===== src/rtl/key_debounce_repeat.sv =====
// ---------------------------------------------------------------------------
// key_debounce_repeat
//   Conditions raw push-button levels for the timer set logic. Each key has
//   its own path: a two-flop synchroniser, a stability debouncer, and a
//   press / hold / auto-repeat state machine. A held key pulses once on the
//   accepted press, again HOLD_CYC cycles later, and then every REPEAT_CYC
//   cycles until the release is accepted. All outputs are registered.
//
// Ports
//   clk        in   1         system clock, all logic on posedge
//   rst_n      in   1         synchronous active-low reset (clears everything)
//   key_in     in   NUM_KEYS  raw active-high button levels, asynchronous
//   key_level  out  NUM_KEYS  debounced key level
//   key_pulse  out  NUM_KEYS  one-cycle pulse on accepted press and repeats
//   key_long   out  NUM_KEYS  high while the key is auto-repeating
// ---------------------------------------------------------------------------
module key_debounce_repeat #(
  parameter int NUM_KEYS     = 3,
  parameter int DEBOUNCE_CYC = 2_000_000,
  parameter int HOLD_CYC     = 100_000_000,
  parameter int REPEAT_CYC   = 25_000_000
) (
  input  logic                clk,
  input  logic                rst_n,
  input  logic [NUM_KEYS-1:0] key_in,
  output logic [NUM_KEYS-1:0] key_level,
  output logic [NUM_KEYS-1:0] key_pulse,
  output logic [NUM_KEYS-1:0] key_long
);

  localparam int DEB_W = (DEBOUNCE_CYC > 1) ? $clog2(DEBOUNCE_CYC) : 1;
  localparam int HLD_W = (HOLD_CYC     > 1) ? $clog2(HOLD_CYC)     : 1;
  localparam int REP_W = (REPEAT_CYC   > 1) ? $clog2(REPEAT_CYC)   : 1;

  localparam logic [DEB_W-1:0] DEB_LAST = DEB_W'(DEBOUNCE_CYC - 1);
  localparam logic [HLD_W-1:0] HLD_LAST = HLD_W'(HOLD_CYC - 1);
  localparam logic [REP_W-1:0] REP_LAST = REP_W'(REPEAT_CYC - 1);

  typedef enum logic [1:0] {
    IDLE   = 2'd0,
    PRESS  = 2'd1,
    REPEAT = 2'd2
  } state_t;

  // Two-flop synchroniser for the asynchronous button levels.
  logic [NUM_KEYS-1:0] sync_p0;
  logic [NUM_KEYS-1:0] sync_p1;

  always_ff @(posedge clk) begin
    if (!rst_n) begin
      sync_p0 <= '0;
      sync_p1 <= '0;
    end else begin
      sync_p0 <= key_in;
      sync_p1 <= sync_p0;
    end
  end

  for (genvar k = 0; k < NUM_KEYS; k++) begin : g_key
    logic [DEB_W-1:0] deb_cnt;
    logic             rise_acc;
    logic             fall_acc;

    state_t           state;
    state_t           state_nxt;
    logic [HLD_W-1:0] hold_cnt;
    logic [HLD_W-1:0] hold_cnt_nxt;
    logic [REP_W-1:0] rep_cnt;
    logic [REP_W-1:0] rep_cnt_nxt;
    logic             pulse_nxt;

    // A level change is accepted on the edge where it has been stable for
    // DEBOUNCE_CYC consecutive cycles; the FSM reacts on that same edge.
    assign rise_acc = (sync_p1[k] != key_level[k]) && (deb_cnt == DEB_LAST) &&  sync_p1[k];
    assign fall_acc = (sync_p1[k] != key_level[k]) && (deb_cnt == DEB_LAST) && !sync_p1[k];

    // Debounce stage: any cycle agreeing with the current level restarts
    // the count, so short glitches never reach key_level.
    always_ff @(posedge clk) begin
      if (!rst_n) begin
        deb_cnt      <= '0;
        key_level[k] <= 1'b0;
      end else if (sync_p1[k] != key_level[k]) begin
        if (deb_cnt == DEB_LAST) begin
          deb_cnt      <= '0;
          key_level[k] <= sync_p1[k];
        end else begin
          deb_cnt <= deb_cnt + 1'b1;
        end
      end else begin
        deb_cnt <= '0;
      end
    end

    // Press / hold / repeat next-state logic. An accepted release is
    // checked first so it beats a terminal count on the same edge.
    always_comb begin
      state_nxt    = state;
      hold_cnt_nxt = hold_cnt;
      rep_cnt_nxt  = rep_cnt;
      pulse_nxt    = 1'b0;
      unique case (state)
        IDLE: begin
          if (rise_acc) begin
            state_nxt    = PRESS;
            hold_cnt_nxt = '0;
            pulse_nxt    = 1'b1;
          end
        end
        PRESS: begin
          if (fall_acc) begin
            state_nxt = IDLE;
          end else if (hold_cnt == HLD_LAST) begin
            state_nxt   = REPEAT;
            rep_cnt_nxt = '0;
            pulse_nxt   = 1'b1;
          end else begin
            hold_cnt_nxt = hold_cnt + 1'b1;
          end
        end
        REPEAT: begin
          if (fall_acc) begin
            state_nxt = IDLE;
          end else if (rep_cnt == REP_LAST) begin
            rep_cnt_nxt = '0;
            pulse_nxt   = 1'b1;
          end else begin
            rep_cnt_nxt = rep_cnt + 1'b1;
          end
        end
        default: begin
          state_nxt = IDLE;
        end
      endcase
    end

    // FSM state and registered outputs.
    always_ff @(posedge clk) begin
      if (!rst_n) begin
        state        <= IDLE;
        hold_cnt     <= '0;
        rep_cnt      <= '0;
        key_pulse[k] <= 1'b0;
        key_long[k]  <= 1'b0;
      end else begin
        state        <= state_nxt;
        hold_cnt     <= hold_cnt_nxt;
        rep_cnt      <= rep_cnt_nxt;
        key_pulse[k] <= pulse_nxt;
        key_long[k]  <= (state_nxt == REPEAT);
      end
    end
  end

endmodule


===== config.mk =====
export PLATFORM = sky130hd
export DESIGN_NAME = key_debounce_repeat
export DESIGN_NICKNAME = d
export VERILOG_FILES = /design/src/rtl/key_debounce_repeat.sv
export SDC_FILE = /design/constraint.sdc
export NUM_CORES = 1
export LEC_CHECK = 0
export ABC_AREA = 1
export BUFFER_PORTS_ARGS = -buffer_cell sky130_fd_sc_hd__clkbuf_2
export CORE_MARGIN = 2
export CORE_UTILIZATION = 53
export DETAILED_ROUTE_END_ITERATION = 10
export PLACE_DENSITY = 0.71
export SYNTH_ARGS = -nofsm -noshare
export SYNTH_HDL_FRONTEND = slang
export SYNTH_SLANG_ARGS = --single-unit

===== constraint.sdc =====
create_clock -name clk -period 1.85 [get_ports clk]
set_input_delay 0.2775 -clock clk [delete_from_list [all_inputs] [get_ports clk]]
set_output_delay 0.2775 -clock clk [all_outputs]
set_load 0.01 [all_outputs]

==> out/results.tsv, run 1 <==
metric	value	unit
r2r_slack	-20	ps
critPathArrivalTime	2320	ps
dr_wl_met2	20300	µm
grt_pass1_vias	15460	
fp.dieW	173	µm
period_needed	1870	ps
fmax	535	MHz
antenna_left	0	
synth_edf_count	0	
clockBufferDepth	3	
cts_root_buf	clkbuf_16	
grt_max_degree	82	
peakVddDrop	0.682	mV
yosysMostFrequentCell	nand2_1	
post-route-period-util	1.01	
drive_above_1_share	0.182	
num_io_pins	14	
status	finished with violations	
top_layer	met4	
vias	16858	
netlist_area	15200	µm²
place.gp.congestion	1.00	
overflow	0	
hold_path.startpoint	rst_n	
clk_latency	560	ps
ys_top_cells_by_count	nand2_1, nor2_1, inv_1	
num_rows	61	
violations	negative setup slack	
hold_class	in -> reg	
antennaDiodeCount	0	
synth-compound-area-share	0.0780	
critPathRequiredTime	2300	ps
timing.final.ws_setup	-20.0	ps
area_growth	25.9	%
power.density	597	nW/µm²
firstDrtPassIters	8	
seqPwrFrac	0.455	
coreArea	28000	µm²
met1_length	18900	µm
remaining_drc_errors	0	
yosys.area_share.simple	0.474	
critPathLaunchType	flop	
finalPower	11400	µW
min_to	g_key[2].hold_cnt[26]	
viasPerCell	5.34	
initial_core_util	0.541	
reg2reg_from	g_key[2].deb_cnt[0]	
ys.flop_type	dfxtp_1	
crit_path_end_kind	flop	
multi_input_area	9640	µm²
cts_sinks	240	
sw_frac_of_total	0.212	
power_leakage	0.00715	µW
rr_endpoint	g_key[2].hold_cnt[3]	
cp_max_fo	8	
dieArea	30000	µm²
critPathKind	reg -> reg	
reg2reg_depth	11	
switchingPower	2420	µW
drtIter0Drc	1569	
num-nets-final	2775	
async_reset_ff_frac	0	
dr_wl_met3	2660	µm
portBuffers	13	
synthXorXnorAreaFrac	0.0295	
hold_depth	4	
synth_fp_nets	2590	
htree_levels	1	
avgSynthCellArea	5.89	µm²
synth_top_family_by_area	simple AND/OR/NAND/NOR gates	
dp_cells	3069	
ys_warn_count	0	
hold_violations	0	
pwr-share-comb	0.016	
synthMuxAreaShare	0	
max_slew_margin	0.561	
synthAdderAreaFrac	0.00743	
pwr-share-clk	0.529	
worst_clock_skew	16.9	ps
intPower	8970	µW
setup_viol	6	
dp_hpwl	29000	µm
yosys-top-cells-area	dfxtp_1, nand2_1, nor2_1	
slew_viol_final	0	
cts_tree	yes	
maxCapViolations	0	
wl_per_cell	13.6	µm
synth_top_area_share	0.317	
grt_usage	0.268	
antenna_found_initial	0	
clk_pin_slew	60	ps
cts_buffers	28	
ys_types	43	
rsz0062_at_grt	true	
synth-seq-cells	240	
grt_pass1_wl	70200	µm
worst_pin_slew	658	ps
detail_route.wirelength	43000	µm
die_height	173	µm
fillCellCount	2457	
fin_cells	3158	
synth_cells	2576	
synth_top_area_cell	dfxtp_1	
yosysSeqAreaShare	0.317	
register_area	4850	µm²
per-layer routing:
layer  up-vias  track usage
li1       8521            -
met3       103       0.0288
met4         0       0.0756
met2       564        0.467
met5         -            0
met1      7670        0.352
cell families (layout without fill, tap and decap cells):
logic type	after synthesis	after routing
AOI/OAI and AO/OA	212	212
xor gates and xnor gates	51	51
adders and majority gates	9	9
buffers and inverters	356	560
DFF	240	240
and+or+nand+nor	1708	1708
worst max-delay path by stage:
| stage | from | to | cells past startpoint |
|---|---|---|---|
| floorplan | g_key[1].hold_cnt[0] | g_key[1].rep_cnt[24] | 11 |
| global route | g_key[0].hold_cnt[1] | key_pulse[0] | 14 |
| detailed placement | g_key[1].deb_cnt[0] | g_key[1].hold_cnt[2] | 11 |
| finish | g_key[2].deb_cnt[0] | g_key[2].hold_cnt[3] | 11 |
| global placement | g_key[1].deb_cnt[0] | g_key[1].hold_cnt[20] | 10 |
| CTS | g_key[0].deb_cnt[0] | g_key[0].rep_cnt[5] | 12 |
sequential cells by signal, indices dropped and copies added, names as in the netlist:
name and cells:
g_key.hold_cnt 81, g_key.rep_cnt 75, g_key.deb_cnt 63, g_key.state 6, key_level 3, key_long 3
key_pulse 3, sync_p0 3, sync_p1 3
cells in the final DEF, fill, tap and decap left out, types with 35 or more instances in the layout:
cell type  count
nand2_1      699
nor2_1       488
inv_1        272
nand3_1      232
dfxtp_1      210
buf_4        173
a21oi_1      101
nand4_1       61
nor3_1        53
nand2_2       48
xor2_1        43
clkbuf_16     35
power groups by stage:
stage	clock network [µW]	registers, µW	logic (µW)
CTS	6140	5180	170
floorplan	0	5290	106
global placement	0	5290	161
finish	6030	5180	185
global route	6350	5180	203
detailed placement	0	5290	164
worst max-delay path, cell delays in order (launching register included):
cell and delay, ps:
dfxtp_2 360, ha_4 150, nand2_2 60, inv_2 80, nand3_4 90, nor2_4 160
nand4_1 220, nand2_4 220, nand2_8 90, buf_12 160, o21ai_2 120, nor2_1 50
area by class of cell:
| class | count | area share |
|---|---|---|
| multi-input combinational | 1980 | 0.505 |
| sequential | 240 | 0.254 |
| timing repair buffer | 222 | 0.103 |
| inverter | 287 | 0.0591 |
| clock buffer | 34 | 0.0400 |
| tap | 378 | 0.0248 |
| clock inverter | 15 | 0.0125 |
| timing repair inverter | 2 | 0.00151 |
through the flow:
stage	utilization	hold WS, ps	cell area, µm²	TNS, ps	setup slack (ps)
finish	0.681	285	19100	-41.5	-20.0
global route	0.681	316	19100	-4330	-109
CTS	0.637	255	17800	0	0.577
detailed placement	0.597	404	16700	-5240	-124
global placement	0.597	403	16700	-460	-56.9
floorplan	-	375	15200	0	15.3
timing repair:
item,4_1_cts,5_1_grt
hold buffers,3,0
pin swaps,3,56
gates resized for setup,21,254
endpoints found under the setup margin,127,182
buffers inserted,1,26
endpoints found under the hold margin,3,0
gates cloned,0,11
Note: power is estimated with default switching activity, not from simulation.
==> inputs of run 2 (changes only) <==
--- a/config.mk
+++ b/config.mk
@@ -7,10 +7,11 @@
 export LEC_CHECK = 0
 export ABC_AREA = 1
 export BUFFER_PORTS_ARGS = -buffer_cell sky130_fd_sc_hd__clkbuf_2
-export CORE_MARGIN = 2
+export CORE_ASPECT_RATIO = 0.9
 export CORE_UTILIZATION = 53
 export DETAILED_ROUTE_END_ITERATION = 10
 export PLACE_DENSITY = 0.71
+export SETUP_SLACK_MARGIN = 0.1
 export SYNTH_ARGS = -nofsm -noshare
 export SYNTH_HDL_FRONTEND = slang
 export SYNTH_SLANG_ARGS = --single-unit
==> run 2 against run 1 <==
Against the previous run: the run still ends with negative setup slack left; die area is 2.3% lower; first-iteration DRC count is 9.1% lower; critical path depth is 1 higher; largest cell class unchanged.
==> out/results.tsv, run 2 (synthesis gave the netlist of run 1 again) <==
metric	value	unit	change
critPathLaunchType	flop		unchanged
peakVddDrop	0.764	mV	was 0.682 mV
period_needed	1880	ps	was 1870 ps
detail_route.wirelength	46600	µm	was 43,000 µm
setup_viol	41		was 6
fmax	531	MHz	was 535 MHz
clk_pin_slew	60	ps	about the same
worst_pin_slew	597	ps	was 658 ps
worst_clock_skew	21.0	ps	was 16.9 ps
coreArea	28000	µm²	about the same
grt_usage	0.286		was 0.268
num_io_pins	14		unchanged
num_rows	58		was 61
finalPower	11100	µW	was 11,400 µW
grt_pass1_wl	71600	µm	was 70,200 µm
final_common_cell	nand2_1		unchanged
num-nets-final	2832		was 2,775
rsz0062_at_grt	true		unchanged
crit_path_end_kind	flop		unchanged
slew_viol_final	0		unchanged
maxCapViolations	0		unchanged
cts_root_buf	clkbuf_16		unchanged
firstDrtPassIters	7		was 8
viasPerCell	5.40		was 5.34
antennaDiodeCount	0		unchanged
fp.dieW	180	µm	was 173 µm
timing.final.ws_setup	-34.2	ps	was -20.0 ps
drtIter0Drc	1427		was 1,569
grt_pass1_vias	15494		was 15,460
finalSetupTns	-698	ps	was -41.5 ps
dieArea	29300	µm²	was 30,000 µm²
power_leakage	0.00767	µW	was 0.00715 µW
area_growth	34.5	%	was 25.9%
status	finished with violations		unchanged
portBuffers	13		unchanged
cp_max_fo	6		was 8
die_height	162	µm	was 173 µm
violations	negative setup slack		unchanged
largest_reg_flops	81		unchanged
htree_levels	1		unchanged
post-route-period-util	1.02		was 1.01
cts_tree	yes		unchanged
drive_above_1_share	0.254		was 0.182
layout_common_cells	nand2_1, nor2_1, inv_1		unchanged
antenna_found_initial	0		unchanged
grt_max_degree	82		unchanged
cts_buffers	28		unchanged
wl_per_cell	14.6	µm	was 13.6 µm
hold_violations	0		unchanged
initial_core_util	0.541		about the same
critPathRequiredTime	2290	ps	was 2300 ps
overflow	0		unchanged
clk_latency	550	ps	was 560 ps
dp_hpwl	29800	µm	was 29,000 µm
max_slew_margin	0.602		was 0.561
hold_class	in -> reg		unchanged
place.gp.congestion	0.959		was 1.00
power.density	546	nW/µm²	was 597 nW/µm²
clockBufferDepth	3		unchanged
remaining_drc_errors	0		unchanged
critPathKind	reg -> reg		unchanged
antenna_left	0		unchanged
reg_top3	g_key.hold_cnt: 81 flops, g_key.rep_cnt: 75 flops, g_key.deb_cnt: 63 flops		unchanged
cts_sinks	240		unchanged
critPathArrivalTime	2320	ps	about the same
vias	17266		was 16,858
regMostFlops	g_key.hold_cnt		unchanged
==> run 2: final timing paths <==
check	startpoint	to	slack, ps	cells past startpoint
max	g_key[1].deb_cnt[0]	g_key[1].hold_cnt[0]	-30	12
max reg2reg	g_key[1].deb_cnt[0]	g_key[1].hold_cnt[0]	-30	12
min reg2reg	sync_p0[2]	sync_p1[2]	420	2
min	key_in[0]	sync_p0[0]	30	3
==> run 2: per-stage QoR <==
stage | hold slack (ps) | std cells | setup slack [ps] | cell area [µm²] | utilization
after CTS | 16.3 | 3162 | 44.4 | 18500 | 0.661
final | 33.4 | 3197 | -34.2 | 20400 | 0.728
after global placement | 393 | 3085 | -79.3 | 17000 | 0.606
after floorplan | 375 | 2576 | 96.4 | 15200 | -
after global routing | 21.9 | 3197 | -148 | 20400 | 0.728
after detailed placement | 404 | 3085 | -94.5 | 17000 | 0.606
==> run 2: cell type report <==
| cell class | count | area [µm²] |
|---|---|---|
| Multi-Input combinational cell | 1980 | 10400 |
| Fill cell | 2284 | 7620 |
| Sequential cell | 240 | 4850 |
| Timing Repair Buffer | 278 | 2570 |
| Inverter | 287 | 1120 |
| Clock buffer | 37 | 816 |
| Tap cell | 360 | 450 |
| Clock inverter | 12 | 144 |
| Timing Repair inverter | 3 | 40.0 |
==> run 2: where the power goes <==
| group | internal, µW | switching (µW) |
|---|---|---|
| Sequential | 5170 | 5.35 |
| Clock | 3490 | 2280 |
| Combinational | 45.3 | 138 |
| Total | 8710 | 2420 |
==> run 2: per-layer routing <==
layer	vias up	wire (µm)	GRT usage
li1	8648	-	-
met2	613	21500	0.475
met3	123	3100	0.0313
met5	-	0	0
met4	0	1220	0.0730
met1	7882	20800	0.395
==> run 2: timing repair <==
action / in CTS / in global routing
setup buffers: 20 / 24
hold buffers: 2 / 0
pin swaps: 30 / 110
hold endpoints to repair: 2 / 0
gates resized for setup: 83 / 395
endpoints found under the setup margin: 164 / 197
cloned: 6 / 15
==> run 2: worst max-delay path, stage by stage, from the launching register on <==
cell,delay (ps)
dfxtp_2,350
ha_4,150
nand2_4,50
nor2_1,100
buf_4,150
nand3_2,60
nor2_2,90
nand4_1,170
nand2_4,160
nand2_8,110
buf_12,170
o21ai_0,140
nor2_1,60
==> inputs of run 3 (changes only) <==
--- a/config.mk
+++ b/config.mk
@@ -11,7 +11,7 @@
 export CORE_UTILIZATION = 53
 export DETAILED_ROUTE_END_ITERATION = 10
 export PLACE_DENSITY = 0.71
-export SETUP_SLACK_MARGIN = 0.1
+export SETUP_SLACK_MARGIN = 0.5
 export SYNTH_ARGS = -nofsm -noshare
 export SYNTH_HDL_FRONTEND = slang
 export SYNTH_SLANG_ARGS = --single-unit
==> run 3 against run 2 <==
Against the previous run: worst hold slack better by 92 ps; clock power hardly changed; global-route usage is 1.0 points higher; sequential share of layout area is 0.78 points lower; sequential power hardly changed; utilization is 3.1 points higher; fmax is 0.87% lower; via count is 3.0% higher; the flow still finishes with violations (negative setup slack).
==> out/results.tsv, run 3 (synthesis gave the netlist of run 1 again) <==
metric	value	unit	change
critPathRequiredTime	2260	ps	was 2290 ps
place.gp.congestion	0.969		was 0.959
viasPerCell	5.54		was 5.40
cts_buffers	28		unchanged
num-nets-final	2839		was 2,832
regMostFlops	g_key.hold_cnt		unchanged
fin_area	21200	µm²	was 20,400 µm²
reg2reg_depth	12		unchanged
drtIter0Drc	1688		was 1,427
power.density	525	nW/µm²	was 546 nW/µm²
max_slew_margin	0.547		was 0.602
wl_per_cell	15.0	µm	was 14.6 µm
cts_tree	yes		unchanged
clockBufferDepth	3		unchanged
final_common_cell	nand2_1		unchanged
setup_viol	37		was 41
fp.dieW	180	µm	unchanged
area_growth	40.1	%	was 34.5%
violations	negative setup slack		unchanged
largest_reg_flops	81		unchanged
hold_violations	0		unchanged
antenna_left	0		unchanged
firstDrtPassIters	8		was 7
register_area	4890	µm²	was 4850 µm²
reg2reg_from	g_key[0].deb_cnt[0]		was g_key[1].deb_cnt[0]
drive_above_1_share	0.305		was 0.254
post-route-period-util	1.03		was 1.02
worst_clock_skew	12.5	ps	was 21.0 ps
coreArea	28000	µm²	unchanged
reg_top3	g_key.hold_cnt: 81 flops, g_key.rep_cnt: 75 flops, g_key.deb_cnt: 63 flops		unchanged
cts_root_buf	clkbuf_16		unchanged
crit_path_end_kind	flop		unchanged
clk_latency	550	ps	about the same
peakVddDrop	0.679	mV	was 0.764 mV
maxCapViolations	0		unchanged
fmax	526	MHz	was 531 MHz
critPathLaunchType	flop		unchanged
dieArea	29300	µm²	unchanged
overflow	0		unchanged
finalSetupTns	-817	ps	was -698 ps
remaining_drc_errors	0		unchanged
min_to	g_key[2].hold_cnt[7]		was sync_p0[0]
num_io_pins	14		unchanged
hold_class	in -> reg		unchanged
antennaDiodeCount	0		unchanged
slew_viol_final	0		unchanged
detail_route.wirelength	48200	µm	was 46,600 µm
vias	17780		was 17,266
antenna_found_initial	0		unchanged
critPathKind	reg -> reg		unchanged
hold_depth	3		unchanged
num_rows	58		unchanged
cp_max_fo	7		was 6
rsz0062_at_grt	true		unchanged
rr_endpoint	g_key[0].hold_cnt[14]		was g_key[1].hold_cnt[0]
hold_path.startpoint	rst_n		was key_in[0]
critPathArrivalTime	2310	ps	was 2320 ps
clk_pin_slew	60	ps	about the same
grt_pass1_wl	73600	µm	was 71,600 µm
grt_max_degree	82		unchanged
fillCellCount	2079		was 2,284
initial_core_util	0.541		unchanged
postLayoutCoreUtil	0.759		was 0.728
placed_area	17000	µm²	about the same
multi_input_area	11100	µm²	was 10,400 µm²
grt_pass1_vias	15585		was 15,494
worst_pin_slew	679	ps	was 597 ps
portBuffers	13		unchanged
whs	125	ps	was 33.4 ps
grt_usage	0.296		was 0.286
layout_common_cells	nand2_1, nor2_1, inv_1		unchanged
htree_levels	1		unchanged
r2r_slack	-50	ps	was -30 ps
cts_sinks	240		unchanged
power_leakage	0.00805	µW	was 0.00767 µW
die_height	162	µm	unchanged
period_needed	1900	ps	was 1880 ps
dp_hpwl	29200	µm	was 29,800 µm
timing.final.ws_setup	-50.7	ps	was -34.2 ps
finalPower	11200	µW	was 11,100 µW
status	finished with violations		unchanged
## run 3: changes by cell type in the layout (fill, tap and decap cells not counted), sizes merged
| cell | previous run | this run |
|---|---|---|
| buf | 253 | 255 |
| clkbuf | 60 | 59 |
| nand2 | 772 | 780 |
| inv | 288 | 280 |
| dlygate4sd3 | 2 | 3 |
| clkinv | 7 | 15 |
## run 3: per-stage QoR
step | worst slack [ps] | cells
6_report | -50.7 | 3207
5_1_grt | -110 | 3207
4_1_cts | 41.7 | 3145
3_5_place_dp | -26.3 | 3030
3_3_place_gp | 6.06 | 3030
2_1_floorplan | 182 | 2576
## run 3: power breakdown
group / internal (µW) / switching, µW / total, µW
Sequential: 5170 / 5.46 / 5170
Combinational: 57.9 / 150 / 208
Clock: 3500 / 2270 / 5770
## run 3: layout make-up
cell class,count,share of cell area
clock buffer,38,0.0386
clock inverter,14,0.00683
inverter,287,0.0532
multi-input combinational,1988,0.522
sequential,240,0.230
tap,360,0.0212
timing repair buffer,279,0.127
timing repair inverter,1,0.000765
## run 3: worst max path at each step
stage | from | to | slack [ps] | depth (start not counted)
after floorplan | g_key[0].hold_cnt[0] | g_key[0].rep_cnt[13] | 180 | 15
after global placement | g_key[0].deb_cnt[0] | g_key[0].rep_cnt[1] | 6 | 12
after detailed placement | g_key[1].deb_cnt[0] | g_key[1].hold_cnt[25] | -30 | 12
after CTS | g_key[0].deb_cnt[0] | g_key[0].rep_cnt[7] | 40 | 13
after global routing | g_key[2].deb_cnt[12] | g_key[2].hold_cnt[7] | -110 | 11
final | g_key[0].deb_cnt[0] | g_key[0].hold_cnt[14] | -50 | 12
## run 3: what timing repair did
action,CTS,global route
endpoints found under the setup margin,236,236
buffers inserted,48,50
gates cloned,12,12
endpoints found under the hold margin,3,0
pin swaps,63,118
hold buffers,3,0
resized for setup,159,423
## run 3: layer usage
layer	vias up	routed length, µm	track usage
li1	8678	-	-
met1	8286	21000	0.401
met2	690	22600	0.500
met3	126	3320	0.0326
met4	0	1290	0.0781
met5	-	0	0
## run 3: critical path, cell delays in order (launching register included)
cell and delay, ps:
dfxtp_2 350, ha_4 150, nand2_4 50, nor2_4 100
nand2_1 70, nor2_2 120, buf_4 120, nand4_1 200
nand2_4 230, nand2_8 100, buf_8 160, nand2_2 50
a21oi_1 60
